`src/rtl/wb_spi_reg_loader.sv`:
```
`default_nettype none
// ============================================================================
// Module   : wb_spi_reg_loader
// Purpose  : Wishbone slave that queues words in a small FIFO and shifts each
//            out as an SPI mode-0 frame to the raybox reg or vec port.
//            Optional macro SPI_LOADER_IRQ_EN builds the idle interrupt.
// Revision : 1.0 - initial release
// ============================================================================
module wb_spi_reg_loader #(
  parameter logic [31:0] BASE_ADDR  = 32'h3000_0100,
  parameter int          FIFO_DEPTH = 4
) (
  input  logic        wb_clk_i,
  input  logic        wb_rst_i,
  input  logic        wbs_stb_i,
  input  logic        wbs_cyc_i,
  input  logic        wbs_we_i,
  input  logic [3:0]  wbs_sel_i,
  input  logic [31:0] wbs_adr_i,
  input  logic [31:0] wbs_dat_i,
  output logic        wbs_ack_o,
  output logic [31:0] wbs_dat_o,
  output logic        reg_csb,
  output logic        reg_sclk,
  output logic        reg_mosi,
  output logic        vec_csb,
  output logic        vec_sclk,
  output logic        vec_mosi,
  output logic        irq
);

  localparam int                 c_PTR_W = $clog2(FIFO_DEPTH);
  localparam logic [c_PTR_W:0]   c_FULL  = (c_PTR_W + 1)'(FIFO_DEPTH);

  localparam logic [2:0] c_ST_IDLE  = 3'd0;
  localparam logic [2:0] c_ST_SETUP = 3'd1;
  localparam logic [2:0] c_ST_HIGH  = 3'd2;
  localparam logic [2:0] c_ST_LOW   = 3'd3;
  localparam logic [2:0] c_ST_GAP   = 3'd4;

  logic              r_ack, r_done;
  logic [1:0]        r_adr_q;
  logic [31:0]       r_dat;
  logic [7:0]        r_div_cfg;
  logic [4:0]        r_len_cfg;
  logic              r_tgt_cfg, r_ovf;
  logic [45:0]       r_mem [FIFO_DEPTH];
  logic [c_PTR_W-1:0] r_wptr, r_rptr;
  logic [c_PTR_W:0]  r_level;
  logic [2:0]        r_state;
  logic [7:0]        r_cnt, r_div;
  logic [5:0]        r_bits;
  logic [31:0]       r_sh;
  logic              r_tgt;

  logic        w_req, w_fire, w_wr, w_rd, w_push, w_pop, w_empty, w_full, w_busy;
  logic        w_active, w_csb, w_sclk, w_mosi, w_unused;
  logic [1:0]  w_off;
  logic [2:0]  w_lvl;
  logic [31:0] w_rdata;
  logic [45:0] w_head;

  // An ack is issued once per strobe; holding stb on the same register blocks repeats.
  assign w_req   = wbs_stb_i & wbs_cyc_i & (wbs_adr_i[31:4] == BASE_ADDR[31:4]);
  assign w_off   = wbs_adr_i[3:2];
  assign w_fire  = w_req & ~r_ack & ~(r_done & (w_off == r_adr_q));
  assign w_wr    = w_fire & wbs_we_i;
  assign w_rd    = w_fire & ~wbs_we_i;
  assign w_empty = (r_level == '0);
  assign w_full  = (r_level == c_FULL);
  assign w_busy  = (r_state != c_ST_IDLE);
  assign w_lvl   = 3'(r_level);
  assign w_head  = r_mem[r_rptr];
  assign w_pop   = ~w_empty & ((r_state == c_ST_IDLE) | ((r_state == c_ST_GAP) & (r_cnt == 8'd0)));
  assign w_push  = w_wr & (w_off == 2'd1) & (~w_full | w_pop);
  assign w_unused = ^{wbs_sel_i[3], wbs_adr_i[1:0]};

  always_comb begin
    w_rdata = 32'd0;
    case (w_off)
      2'd0:    w_rdata = {15'd0, r_tgt_cfg, 3'd0, r_len_cfg, r_div_cfg};
      2'd2:    w_rdata = {26'd0, r_ovf, w_full, w_lvl, w_busy};
      default: w_rdata = 32'd0;
    endcase
  end

  always_ff @(posedge wb_clk_i) begin
    if (wb_rst_i) begin
      r_ack     <= 1'b0;
      r_done    <= 1'b0;
      r_adr_q   <= 2'd0;
      r_dat     <= 32'd0;
      r_div_cfg <= 8'd0;
      r_len_cfg <= 5'd23;
      r_tgt_cfg <= 1'b0;
      r_ovf     <= 1'b0;
    end else begin
      r_ack <= w_fire;
      r_dat <= w_rd ? w_rdata : 32'd0;
      if (w_fire) begin
        r_done  <= 1'b1;
        r_adr_q <= w_off;
      end else if (~wbs_stb_i) begin
        r_done <= 1'b0;
      end
      if (w_wr && w_off == 2'd0) begin
        if (wbs_sel_i[0]) r_div_cfg <= wbs_dat_i[7:0];
        if (wbs_sel_i[1]) r_len_cfg <= wbs_dat_i[12:8];
        if (wbs_sel_i[2]) r_tgt_cfg <= wbs_dat_i[16];
      end
      if (w_wr && w_off == 2'd1 && w_full && !w_pop) r_ovf <= 1'b1;
      else if (w_wr && w_off == 2'd2 && wbs_dat_i[5]) r_ovf <= 1'b0;
    end
  end

  always_ff @(posedge wb_clk_i) begin
    if (w_push) r_mem[r_wptr] <= {r_tgt_cfg, r_len_cfg, r_div_cfg, wbs_dat_i};
  end

  always_ff @(posedge wb_clk_i) begin
    if (wb_rst_i) begin
      r_wptr  <= '0;
      r_rptr  <= '0;
      r_level <= '0;
    end else begin
      if (w_push) r_wptr <= r_wptr + 1'b1;
      if (w_pop)  r_rptr <= r_rptr + 1'b1;
      if (w_push && !w_pop)      r_level <= r_level + 1'b1;
      else if (w_pop && !w_push) r_level <= r_level - 1'b1;
    end
  end

  // Data is left-aligned at pop so the current bit is always r_sh[31].
  always_ff @(posedge wb_clk_i) begin
    if (wb_rst_i) begin
      r_state <= c_ST_IDLE;
      r_cnt   <= 8'd0;
      r_div   <= 8'd0;
      r_bits  <= 6'd0;
      r_sh    <= 32'd0;
      r_tgt   <= 1'b0;
    end else if (w_pop) begin
      r_state <= c_ST_SETUP;
      r_tgt   <= w_head[45];
      r_bits  <= 6'(w_head[44:40]) + 6'd1;
      r_div   <= w_head[39:32];
      r_cnt   <= w_head[39:32];
      r_sh    <= w_head[31:0] << (5'd31 - w_head[44:40]);
    end else if (r_state != c_ST_IDLE) begin
      if (r_cnt != 8'd0) begin
        r_cnt <= r_cnt - 8'd1;
      end else begin
        r_cnt <= r_div;
        case (r_state)
          c_ST_SETUP: r_state <= c_ST_HIGH;
          c_ST_HIGH: begin
            r_state <= c_ST_LOW;
            r_bits  <= r_bits - 6'd1;
            if (r_bits != 6'd1) r_sh <= {r_sh[30:0], 1'b0};
          end
          c_ST_LOW:  r_state <= (r_bits == 6'd0) ? c_ST_GAP : c_ST_HIGH;
          default:   r_state <= c_ST_IDLE;
        endcase
      end
    end
  end

  assign w_active = (r_state == c_ST_SETUP) | (r_state == c_ST_HIGH) | (r_state == c_ST_LOW);
  assign w_csb    = ~w_active;
  assign w_sclk   = (r_state == c_ST_HIGH);
  assign w_mosi   = w_active & r_sh[31];

  assign reg_csb  = r_tgt ? 1'b1 : w_csb;
  assign reg_sclk = ~r_tgt & w_sclk;
  assign reg_mosi = ~r_tgt & w_mosi;
  assign vec_csb  = r_tgt ? w_csb : 1'b1;
  assign vec_sclk = r_tgt & w_sclk;
  assign vec_mosi = r_tgt & w_mosi;

  assign wbs_ack_o = r_ack;
  assign wbs_dat_o = r_dat;

`ifdef SPI_LOADER_IRQ_EN
  logic r_idle_entry, r_irq;

  always_ff @(posedge wb_clk_i) begin
    if (wb_rst_i) begin
      r_idle_entry <= 1'b0;
      r_irq        <= 1'b0;
    end else begin
      r_idle_entry <= (r_state == c_ST_GAP) & (r_cnt == 8'd0) & ~w_pop;
      if ((w_wr && w_off == 2'd1) || (w_rd && w_off == 2'd2)) r_irq <= 1'b0;
      else if (r_idle_entry && w_empty)                       r_irq <= 1'b1;
    end
  end

  assign irq = r_irq;
`else
  assign irq = 1'b0;
`endif

endmodule
`default_nettype wire

```
`config.mk`:
```
export PLATFORM = sky130hd
export DESIGN_NAME = wb_spi_reg_loader
export DESIGN_NICKNAME = d
export VERILOG_FILES = /design/src/rtl/wb_spi_reg_loader.sv
export SDC_FILE = /design/constraint.sdc
export NUM_CORES = 1
export LEC_CHECK = 0
export CAP_MARGIN = 10
export CORE_ASPECT_RATIO = 1.2
export CORE_MARGIN = 2
export CORE_UTILIZATION = 42
export DETAILED_ROUTE_END_ITERATION = 16
export GPL_TIMING_DRIVEN = 1
export SYNTH_ARGS = -nofsm -noshare
export SYNTH_HDL_FRONTEND = slang
export SYNTH_SLANG_ARGS = --single-unit
```
`constraint.sdc`:
```
create_clock -name wb_clk_i -period 3.9 [get_ports wb_clk_i]
set_clock_uncertainty 0.1 [all_clocks]
set_input_delay 0.39 -clock wb_clk_i [delete_from_list [all_inputs] [get_ports wb_clk_i]]
set_output_delay 0.39 -clock wb_clk_i [all_outputs]
set_load 0.1 [all_outputs]
```
==> results.py <==
metrics = {
    "global_route": {
        "grt_max_degree": 48,
        "grt_pass1_wl_um": 46500,
        "grt_usage_pct": 18.6,
        "overflow": 0,
        "grt_pass1_vias": 8197,
        "antenna_found_initial": 2,
    },
    "drt": {
        "route.antenna.remaining_nets": 0,
        "drc": 0,
        "routedWlPerCell_um": 19.7,
        "routed-via-count": 8409,
        "wl_um": 29800,
        "drtIter0Drc": 569,
        "viasPerCell": 5.57,
        "drtPass1Iterations": 7,
    },
    "timing": {
        "post-route-min-period_ns": 3.47,
        "min_period_over_period_pct": 88.9,
        "max_slew_margin_pct": 34.4,
        "hold_viol_final": 0,
        "tightest_slew_ns": 0.982,
        "setup_tns_ns": 0,
        "setup_violations": 0,
        "finalMaxSlewViolations": 0,
        "rsz0062_at_grt": "no",
        "fmax_ghz": 0.288,
    },
    "worst_setup_path": {
        "start_kind": "flop",
        "crit_fanout": 18,
        "cp.required_ns": 4.21,
        "end_kind": "flop",
        "timing.rr.start": "r_cnt[0]",
        "critPathLaunch": "r_cnt[0]",
        "worstPathArrival_ns": 3.78,
        "crit_type": "reg -> reg",
    },
    "cts": {
        "cts_buffer_depth": 3,
        "clockRootBuffer": "clkbuf_16",
        "clock_latency_ns": 0.57,
        "cts_resized": 0,
        "postCtsHoldBufs": 0,
        "cts_setup_buffers": 0,
        "cts-buffers-inserted": 29,
        "cts_htree_levels": 1,
        "cts_tree": "built",
        "cts_sinks": 284,
        "clk_pin_slew_ns": 0.06,
    },
    "cells_and_area": {
        "multi_input_area_um2": 4830,
        "drive_gt1_share_pct": 14.5,
        "layout.area.seq_um2": 7530,
        "diodes": 0,
        "syn_to_final_growth_pct": 18.6,
        "finalInstanceArea_um2": 15200,
        "fillers": 2595,
        "finish.net_count": 1182,
    },
    "logic_synthesis": {
        "synthTopCellsByArea": "edfxtp_1 (43%), dfxtp_1 (16%), mux4_2 (8.3%)",
        "syn_area_um2": 12800,
        "yosysSeqAreaShare_pct": 58.9,
        "yosysWarnings": 0,
        "synth_top_area_share_pct": 43.3,
        "synth_edf_count": 184,
        "synth-main-ff-cell": "edfxtp_1",
        "syn_area_per_cell_um2": 12.7,
        "synth-seq-cells": 284,
        "synthArstFlopShare_pct": 0,
        "ys_types": 65,
        "syn_inst": 1009,
        "yosys.area.top_type": "edfxtp_1",
    },
    "worst_hold_path": {
        "hp-start": "wb_rst_i",
        "hp-class": "in -> reg",
    },
    "floorplanning": {
        "die_h_um": 195,
        "initial_core_util_pct": 42.9,
        "fp.dieW_um": 163,
        "dieArea_um2": 31800,
        "rows": 69,
        "core-area_um2": 29800,
        "io_pins": 113,
    },
    "power": {
        "peakVddDrop_v": 0.000404,
        "power_leakage_uw": 0.00518,
        "p_per_area_nw_per_um2": 677,
    },
    "flow_run": {
        "drv_cap": 0,
    },
    "placed_design": {
        "place_area_um2": 14100,
        "port_buffers": 90,
        "gp_congestion": 0.914,
        "dp_hpwl_um": 20300,
    },
    "outcome": {
        "run_status": "completed",
    },
}
==> worst paths after layout <==
check	endpoint	slack (ns)	depth (start not counted)
setup / recovery	r_sh[11]	0.43	10
hold / removal	r_adr_q[1]	0.13	2
setup reg to reg	r_sh[11]	0.43	10
hold reg to reg	r_div[5]	0.36	2
==> synth_stat cells, types with 6 or more instances <==
| cell type | n |
|---|---|
| and2_1 | 17 |
| a22oi_1 | 20 |
| a22o_1 | 7 |
| nor3_1 | 30 |
| buf_2 | 13 |
| a211oi_1 | 9 |
| buf_4 | 24 |
| inv_1 | 10 |
| mux2i_1 | 61 |
| xnor2_1 | 8 |
| a311oi_1 | 6 |
| nand2b_1 | 6 |
| dfxtp_1 | 100 |
| o211ai_1 | 12 |
| edfxtp_1 | 184 |
| mux2_2 | 12 |
| o21ai_0 | 25 |
| ha_1 | 10 |
| nand2_1 | 77 |
| or3_1 | 7 |
| mux4_2 | 47 |
| nor4_1 | 10 |
| o22ai_1 | 6 |
| nor2_1 | 101 |
| nand3_1 | 27 |
| a221oi_1 | 20 |
| a21oi_1 | 44 |
| clkbuf_1 | 41 |
==> critical path, cell delays in order (launching register included) <==
cell and delay (ns):
dfxtp_1 0.33, inv_1 0.07, ha_1 0.19, or4b_1 0.62, o31ai_4 0.35, and2_1 0.21
inv_2 0.16, a221o_1 0.64, buf_4 0.31, a221oi_1 0.23, nor3_1 0.09
==> flip-flops by register name (all words and copies together) (netlist names), named ones only <==
signal / flops
r_ovf: 1
r_sh: 32
wbs_dat_o: 14
r_div_cfg: 8
r_rptr: 2
wbs_ack_o: 1
r_div: 8
r_tgt: 1
r_state: 3
r_done: 1
r_tgt_cfg: 1
r_level: 3
r_cnt: 8
r_wptr: 2
r_mem: 184
r_adr_q: 2
r_bits: 6
r_len_cfg: 5
==> placed cells by master, fill, tap and decap left out, types with 13 or more instances in the layout <==
cell type          n
mux4_2            47
mux2i_1           61
dfxtp_1           98
conb_1            19
a21oi_1           44
edfxtp_1         184
buf_4             33
nor2_1           101
a22oi_1           20
a221oi_1          20
and2_1            13
clkdlybuf4s50_1   87
nand3_1           27
clkbuf_16         30
nand2_1           77
o21ai_0           25
nor3_1            30
==> cells by family after synthesis <==
logic type / after synthesis / synth area share, %
AND/OR/NAND/NOR: 301 / 11.0
flip-flops: 284 / 58.9
AO/OA/AOI/OAI: 181 / 10.0
multiplexers: 120 / 14.1
buffers and inverters: 98 / 3.89
XOR/XNOR: 13 / 0.891
adder cells (fa/ha/maj): 11 / 1.14
other: 1 / 0.0294
==> area by class of cell <==
cell class | instances | share of cell area (%)
multi-input cells | 645 | 31.9
well taps | 390 | 3.22
clock inverters | 14 | 1.46
repair buffers | 126 | 8.08
flip-flops and latches | 284 | 49.7
inverters | 12 | 0.297
clock buffers | 40 | 5.33
==> where the power goes <==
group / switching (uW) / internal (uW) / leakage (uW)
sequential: 174 / 3390 / 0.00238
clock: 1170 / 1790 / 0.000493
combinational: 2300 / 1430 / 0.00231
==> per-layer routing <==
metal	vias up	share of wire (%)	GRT usage, %
met2	209	49	30.4
li1	3993	-	-
met5	-	0	0
met3	47	4.7	2.49
met4	0	2.2	4.92
met1	4160	44	26.3
==> stage by stage <==
stage	utilization (%)	instances	setup WS, ns	power, uW	hold WS, ns
final	50.9	1511	0.432	10300	0.127
after global placement	47.4	1457	0.390	7320	0.342
after global routing	50.9	1511	0.177	10800	0.129
after detailed placement	47.4	1457	0.382	7350	0.347
after floorplan	-	1027	0.193	6420	0.332
after CTS	50.9	1511	0.407	10300	0.115
Note: power is estimated with default switching activity, not from simulation.
